**config.mk**
```make
export PLATFORM = sky130hd
export DESIGN_NAME = block_code_frame_sched
export DESIGN_NICKNAME = d
export VERILOG_FILES = /design/src/rtl/block_code_frame_sched.sv
export SDC_FILE = /design/constraint.sdc
export NUM_CORES = 1
export LEC_CHECK = 0
export ABC_CLOCK_PERIOD_IN_PS = 4080
export CORE_UTILIZATION = 51
export CTS_CLUSTER_SIZE = 12
export DETAILED_ROUTE_END_ITERATION = 7
export PLACE_DENSITY = 0.71
export SETUP_SLACK_MARGIN = 0.02
export SLEW_MARGIN = 30
export SYNTH_ARGS = -nofsm -noshare
export SYNTH_HDL_FRONTEND = slang
export SYNTH_SLANG_ARGS = --single-unit
```
**constraint.sdc**
```tcl
create_clock -name clk -period 4.08 [get_ports clk]
set_clock_uncertainty 0.2 [all_clocks]
set_input_delay 0.816 -clock clk [delete_from_list [all_inputs] [get_ports clk]]
set_output_delay 0.816 -clock clk [all_outputs]
set_load 0.1 [all_outputs]
```
**src/rtl/block_code_frame_sched.sv**
```systemverilog
// Frame scheduler between the soft-symbol stream and the block-code decoder core.
// Collects symbols into codewords in a two-bank ping-pong store, launches one
// decode job per full bank, streams the codeword out and releases the bank on
// dec_done or on a watchdog timeout.
module block_code_frame_sched #(
   parameter int DATA_WIDTH = 4,
   parameter int MAX_LEN    = 15,
   parameter int TIMEOUT    = 1024
) (
   input  logic                  clk,
   input  logic                  rst,
   input  logic [DATA_WIDTH-1:0] rx_symbols,
   input  logic                  rx_symbols_valid,
   output logic                  rx_symbols_ready,
   input  logic [3:0]            code_length,
   output logic                  dec_start,
   output logic [3:0]            dec_length,
   output logic [DATA_WIDTH-1:0] dec_symbol,
   output logic [3:0]            dec_symbol_idx,
   output logic                  dec_symbol_valid,
   input  logic                  dec_done,
   output logic [15:0]           frame_cnt,
   output logic [15:0]           drop_cnt,
   output logic                  cfg_err,
   output logic                  timeout_err
);

   localparam int              TW        = $clog2(TIMEOUT + 1);
   localparam logic [3:0]      MAX_LEN_C = 4'(MAX_LEN);
   localparam logic [TW-1:0]   TO_LAST   = TW'(TIMEOUT - 1);

   typedef enum logic [1:0] {S_IDLE, S_START, S_STREAM, S_WAIT} state_t;

   // symbol store: contents are only meaningful while the bank's full flag is set
   logic [DATA_WIDTH-1:0] mem_q [0:1][0:MAX_LEN-1];

   state_t                state_q, state_d;
   logic [1:0][3:0]       len_q, len_d;
   logic [1:0]            full_q, full_d;
   logic                  wr_bank_q, wr_bank_d;
   logic [3:0]            wr_idx_q, wr_idx_d;
   logic                  rd_bank_q, rd_bank_d;
   logic [3:0]            rd_idx_q, rd_idx_d;
   logic [TW-1:0]         timer_q, timer_d;
   logic                  dec_start_q, dec_start_d;
   logic [3:0]            dec_len_q, dec_len_d;
   logic [DATA_WIDTH-1:0] dec_sym_q, dec_sym_d;
   logic [3:0]            dec_idx_q, dec_idx_d;
   logic                  dec_vld_q, dec_vld_d;
   logic [15:0]           frame_q, frame_d;
   logic [15:0]           drop_q, drop_d;
   logic                  cfg_q, cfg_d;
   logic                  to_q, to_d;

   logic                  acc, len_bad, we, set_full, clr_full;

   // The write bank is never the bank being read while it is full, so accept
   // and release cannot collide on one bank.
   assign rx_symbols_ready = !full_q[wr_bank_q];
   assign acc              = rx_symbols_valid && rx_symbols_ready;
   assign len_bad          = (code_length < 4'd2) || (code_length > MAX_LEN_C);

   // Write side: length latch on first symbol, bank fill, drop/config accounting
   always_comb begin
      wr_bank_d = wr_bank_q;
      wr_idx_d  = wr_idx_q;
      len_d     = len_q;
      cfg_d     = cfg_q;
      drop_d    = drop_q;
      we        = 1'b0;
      set_full  = 1'b0;
      if (rx_symbols_valid && !rx_symbols_ready && drop_q != 16'hFFFF)
         drop_d = drop_q + 16'd1;
      if (acc) begin
         if (wr_idx_q == 4'd0 && len_bad) begin
            cfg_d = 1'b1;  // symbol discarded, stay at the codeword start
         end else begin
            we = 1'b1;
            if (wr_idx_q == 4'd0)
               len_d[wr_bank_q] = code_length;
            // index 0 can never be the last symbol since lengths are >= 2
            if (wr_idx_q != 4'd0 && wr_idx_q == len_q[wr_bank_q] - 4'd1) begin
               set_full  = 1'b1;
               wr_bank_d = ~wr_bank_q;
               wr_idx_d  = 4'd0;
            end else begin
               wr_idx_d = wr_idx_q + 4'd1;
            end
         end
      end
   end

   // Store write for accepted, non-discarded symbols
   always_ff @(posedge clk) begin
      if (we)
         mem_q[wr_bank_q][wr_idx_q] <= rx_symbols;
   end

   // Read FSM: launch job, stream the codeword, wait for completion or watchdog
   always_comb begin
      state_d     = state_q;
      rd_bank_d   = rd_bank_q;
      rd_idx_d    = rd_idx_q;
      timer_d     = timer_q;
      dec_start_d = 1'b0;
      dec_len_d   = dec_len_q;
      dec_sym_d   = dec_sym_q;
      dec_idx_d   = dec_idx_q;
      dec_vld_d   = 1'b0;
      frame_d     = frame_q;
      to_d        = to_q;
      clr_full    = 1'b0;
      case (state_q)
         S_IDLE: begin
            if (full_q[rd_bank_q]) begin
               state_d     = S_START;
               dec_start_d = 1'b1;
               dec_len_d   = len_q[rd_bank_q];
            end
         end
         S_START: begin
            dec_sym_d = mem_q[rd_bank_q][0];
            dec_idx_d = 4'd0;
            dec_vld_d = 1'b1;
            rd_idx_d  = 4'd1;
            state_d   = S_STREAM;
         end
         S_STREAM: begin
            if (rd_idx_q == dec_len_q) begin
               state_d = S_WAIT;
               timer_d = '0;
            end else begin
               dec_sym_d = mem_q[rd_bank_q][rd_idx_q];
               dec_idx_d = rd_idx_q;
               dec_vld_d = 1'b1;
               rd_idx_d  = rd_idx_q + 4'd1;
            end
         end
         S_WAIT: begin
            if (dec_done || timer_q == TO_LAST) begin
               clr_full  = 1'b1;
               rd_bank_d = ~rd_bank_q;
               frame_d   = frame_q + 16'd1;
               state_d   = S_IDLE;
               if (!dec_done)
                  to_d = 1'b1;
            end else begin
               timer_d = timer_q + 1'b1;
            end
         end
         default: state_d = S_IDLE;
      endcase
   end

   // Bank occupancy: release and fill always target different banks
   always_comb begin
      full_d = full_q;
      if (clr_full)
         full_d[rd_bank_q] = 1'b0;
      if (set_full)
         full_d[wr_bank_q] = 1'b1;
   end

   // State and output registers with synchronous reset
   always_ff @(posedge clk) begin
      if (rst) begin
         state_q     <= S_IDLE;
         len_q       <= '0;
         full_q      <= '0;
         wr_bank_q   <= 1'b0;
         wr_idx_q    <= '0;
         rd_bank_q   <= 1'b0;
         rd_idx_q    <= '0;
         timer_q     <= '0;
         dec_start_q <= 1'b0;
         dec_len_q   <= '0;
         dec_sym_q   <= '0;
         dec_idx_q   <= '0;
         dec_vld_q   <= 1'b0;
         frame_q     <= '0;
         drop_q      <= '0;
         cfg_q       <= 1'b0;
         to_q        <= 1'b0;
      end else begin
         state_q     <= state_d;
         len_q       <= len_d;
         full_q      <= full_d;
         wr_bank_q   <= wr_bank_d;
         wr_idx_q    <= wr_idx_d;
         rd_bank_q   <= rd_bank_d;
         rd_idx_q    <= rd_idx_d;
         timer_q     <= timer_d;
         dec_start_q <= dec_start_d;
         dec_len_q   <= dec_len_d;
         dec_sym_q   <= dec_sym_d;
         dec_idx_q   <= dec_idx_d;
         dec_vld_q   <= dec_vld_d;
         frame_q     <= frame_d;
         drop_q      <= drop_d;
         cfg_q       <= cfg_d;
         to_q        <= to_d;
      end
   end

   assign dec_start        = dec_start_q;
   assign dec_length       = dec_len_q;
   assign dec_symbol       = dec_sym_q;
   assign dec_symbol_idx   = dec_idx_q;
   assign dec_symbol_valid = dec_vld_q;
   assign frame_cnt        = frame_q;
   assign drop_cnt         = drop_q;
   assign cfg_err          = cfg_q;
   assign timeout_err      = to_q;

endmodule
```
==> impl_metrics.tcl <==
set metrics [dict create \
    status "completed" \
    p_seq_frac 0.494 \
    synth_compound_area_frac 0.0595 \
    cts.reportedPaths.clkPinSlew_ns 0.06 \
    required_ns 3.06 \
    synth_mux_area_frac 0.108 \
    arrival_ns 2.14 \
    r2r_cells 7 \
    timing.fmax_ghz 0.317 \
    holdCritPathClass "reg -> reg" \
    r2r_end "wr_bank_q" \
    syn-instance-count 695 \
    slowest_delay_ns 1.18 \
    cts-root-buf "clkbuf_16" \
    final_util 0.611 \
    postRouteAntennaNets 0 \
    ys_warn_count 0 \
    min_period_ns 3.15 \
    cts_sinks 202 \
    peakVddDrop_mv 0.275 \
    filler_cell_count 1279 \
    diodes 0 \
    cts_resized 0 \
    hold_depth 2 \
    clkPwrFrac 0.427 \
    drv_cap 0 \
    post-route-drc-count 0 \
    drive_above_1_share 0.105 \
    critPathSlowestCell "clkdlybuf4s50_1" \
    clock_latency_ns 0.50 \
    chipHeight_um 133 \
    yosys.area_share.simple 0.140 \
    drt-initial-drc-count 409 \
    start_kind "register" \
    wl_um 18400 \
    cts_tree "done" \
    synthXorXnorAreaFrac 0.0471 \
    grt_pass1_vias 5612 \
    leakagePower_nw 3.35 \
    synth_fa_ha_area_frac 0.0201 \
    p_sw_mw 1.02 \
    final_cell_mix "120 x edfxtp_1, 102 x nor2_1, 81 x dfxtp_1" \
    tns_ns 0 \
    synth.avg_cell_area_um2 12.6 \
    core-area_um2 16600 \
    dp_cells 948 \
    h-tree-depth 1 \
    critPathTopFamily "buffers and inverters" \
    fin_crit_sh 0.772 \
    final_common_cell "edfxtp_1" \
    first_pass_iters 5 \
    syn-num-nets 721 \
    ys_ff_latch 202 \
    vias 5634 \
    power.internal_mw 3.44 \
    reg2reg_from "wr_bank_q" \
    ys_top_cells_by_area "edfxtp_1 41%, dfxtp_1 19%, mux4_2 5.7%, nor2_1 4.4%, mux2i_1 4.4%" \
    synth_top_area_share 0.413 \
    cp_cell_sequence "clkdlybuf4s50_1" \
    start_util 0.525 \
    syn_area_um2 8730 \
    clock_path_buffers 3 \
    io_buffers 60 \
    synthArstFlopShare 0 \
    cts_hold_buf 0 \
    min_to "dec_symbol_idx[0]" \
    synth_largest_area_cell "edfxtp_1" \
    power.density_nw_per_um2 439 \
    stdcell_count 988 \
    die-area_um2 17600 \
    cts_setup_buffers 0 \
    r2r_setup_slack_ns 1.10 \
    grt_max_degree 40 \
    hpwlAfterDp_um 12500 \
    die_w_um 133 \
    post_drt_wl_per_cell_um 18.6 \
    setup-violations-final 0 \
    grt_pass1_wl_um 29500 \
    pwr-share-comb 0.080 \
    vias_per_cell 5.70 \
    crit_buf_inv 1 \
    synth_top_family_by_area "simple AND/OR/NAND/NOR gates" \
    grt_remaining_overflow 0 \
    path_max_fanout 7 \
    rsz0062_at_grt "no" \
    ys_types 64 \
    min-delay-start "dec_symbol_idx[0]" \
    grt_use_total 0.214 \
    path_class "reg -> out" \
    slew_headroom 0.310 \
    antenna_found_initial 0 \
    routabilityCongestion 0.786 \
    hold_viol 0 \
    tightest_slew_ns 1.03 \
    ys.flop_type "edfxtp_1" \
    timing.final.max_slew_violations 0 \
    end_kind "output pin" \
    ys_seq_area_frac 0.601 \
    swShare 0.228 \
    area_growth_syn_to_layout_pct 16.5 \
    ios 61 \
    rows 47 \
    cts_buffers 22 \
    synth-edff-count 120 \
    nets 778 \
]
-- worst max path at each step --
stage / startpoint / end / slack (ns) / depth (start not counted)
4_1_cts: frame_cnt[2] / frame_cnt[2] / 0.91 / 1
2_1_floorplan: wr_bank_q / len_q[7] / 0.88 / 8
5_1_grt: wr_bank_q / rx_symbols_ready / 0.83 / 2
3_3_place_gp: code_length[3] / mem_q[0][4] / 0.92 / 6
6_report: frame_cnt[2] / frame_cnt[2] / 0.93 / 1
3_5_place_dp: code_length[3] / mem_q[0][21] / 0.87 / 6
-- cells by family (layout without fill, tap and decap cells) --
family | after synthesis | after routing
compound gates | 75 | 75
xor+xnor | 47 | 47
fa+ha+maj | 14 | 14
buf+inv | 44 | 117
flops | 202 | 202
mux | 66 | 66
simple gates | 247 | 247
-- Yosys cell counts, types with 10 or more instances --
| library cell | count |
|---|---|
| nor2_1 | 102 |
| edfxtp_1 | 120 |
| mux4_2 | 22 |
| nand4_1 | 10 |
| nand2_1 | 41 |
| xor2_1 | 25 |
| inv_1 | 11 |
| ha_1 | 14 |
| nand3_1 | 27 |
| nand2b_1 | 10 |
| mux2i_1 | 38 |
| dfxtp_1 | 82 |
| xnor2_1 | 22 |
| a21oi_1 | 31 |
| nor3_1 | 11 |
| clkbuf_1 | 18 |
-- per-stage QoR --
step                power (mW)  area, um^2  hold WS (ns)  setup slack [ns]
detailed placement        2.60        9480         0.261             0.873
CTS                       4.49       10200         0.269             0.914
finish                    4.46       10200         0.265             0.929
global placement          2.60        9500         0.258             0.920
global route              4.62       10200         0.304             0.826
floorplan                 2.49        8730         0.256             0.877
-- sequential cells by signal, indices dropped and copies added (netlist names), named ones only --
name and flops:
wr_bank_q 1, len_q 8, state_q 2, timeout_err 1, dec_symbol_valid 1, dec_start 1, rd_bank_q 1, frame_cnt 16
drop_cnt 16, mem_q 120, cfg_err 1, dec_symbol 4, rd_idx_q 4, dec_length 4, timer_q 11, dec_symbol_idx 4
full_q 2, wr_idx_q 4
-- cell type report --
cell class | instances | area [um^2] | share of cell area
inverters | 12 | 45.0 | 0.00443
clock buffers | 37 | 649 | 0.0638
clock inverters | 3 | 46.3 | 0.00455
multi-input cells | 449 | 3290 | 0.323
repair buffers | 65 | 623 | 0.0613
flip-flops and latches | 202 | 5250 | 0.516
well taps | 220 | 275 | 0.0271
-- power by group through the flow --
stage / Sequential, mW / Clock, mW / Combinational [mW]
floorplan: 2.31 / 0 / 0.185
global placement: 2.25 / 0 / 0.352
detailed placement: 2.24 / 0 / 0.354
CTS: 2.20 / 1.93 / 0.357
global route: 2.20 / 2.03 / 0.390
finish: 2.20 / 1.90 / 0.356
-- routing by layer --
layer  vias to the layer above  wire (um)  GRT usage
li1                       2671          -          -
met2                       162       8760      0.338
met3                        35       1040     0.0441
met5                         -          0          0
met1                      2766       8210      0.295
met4                         0        403     0.0709
No activity file was read; power rests on OpenSTA's default activity.
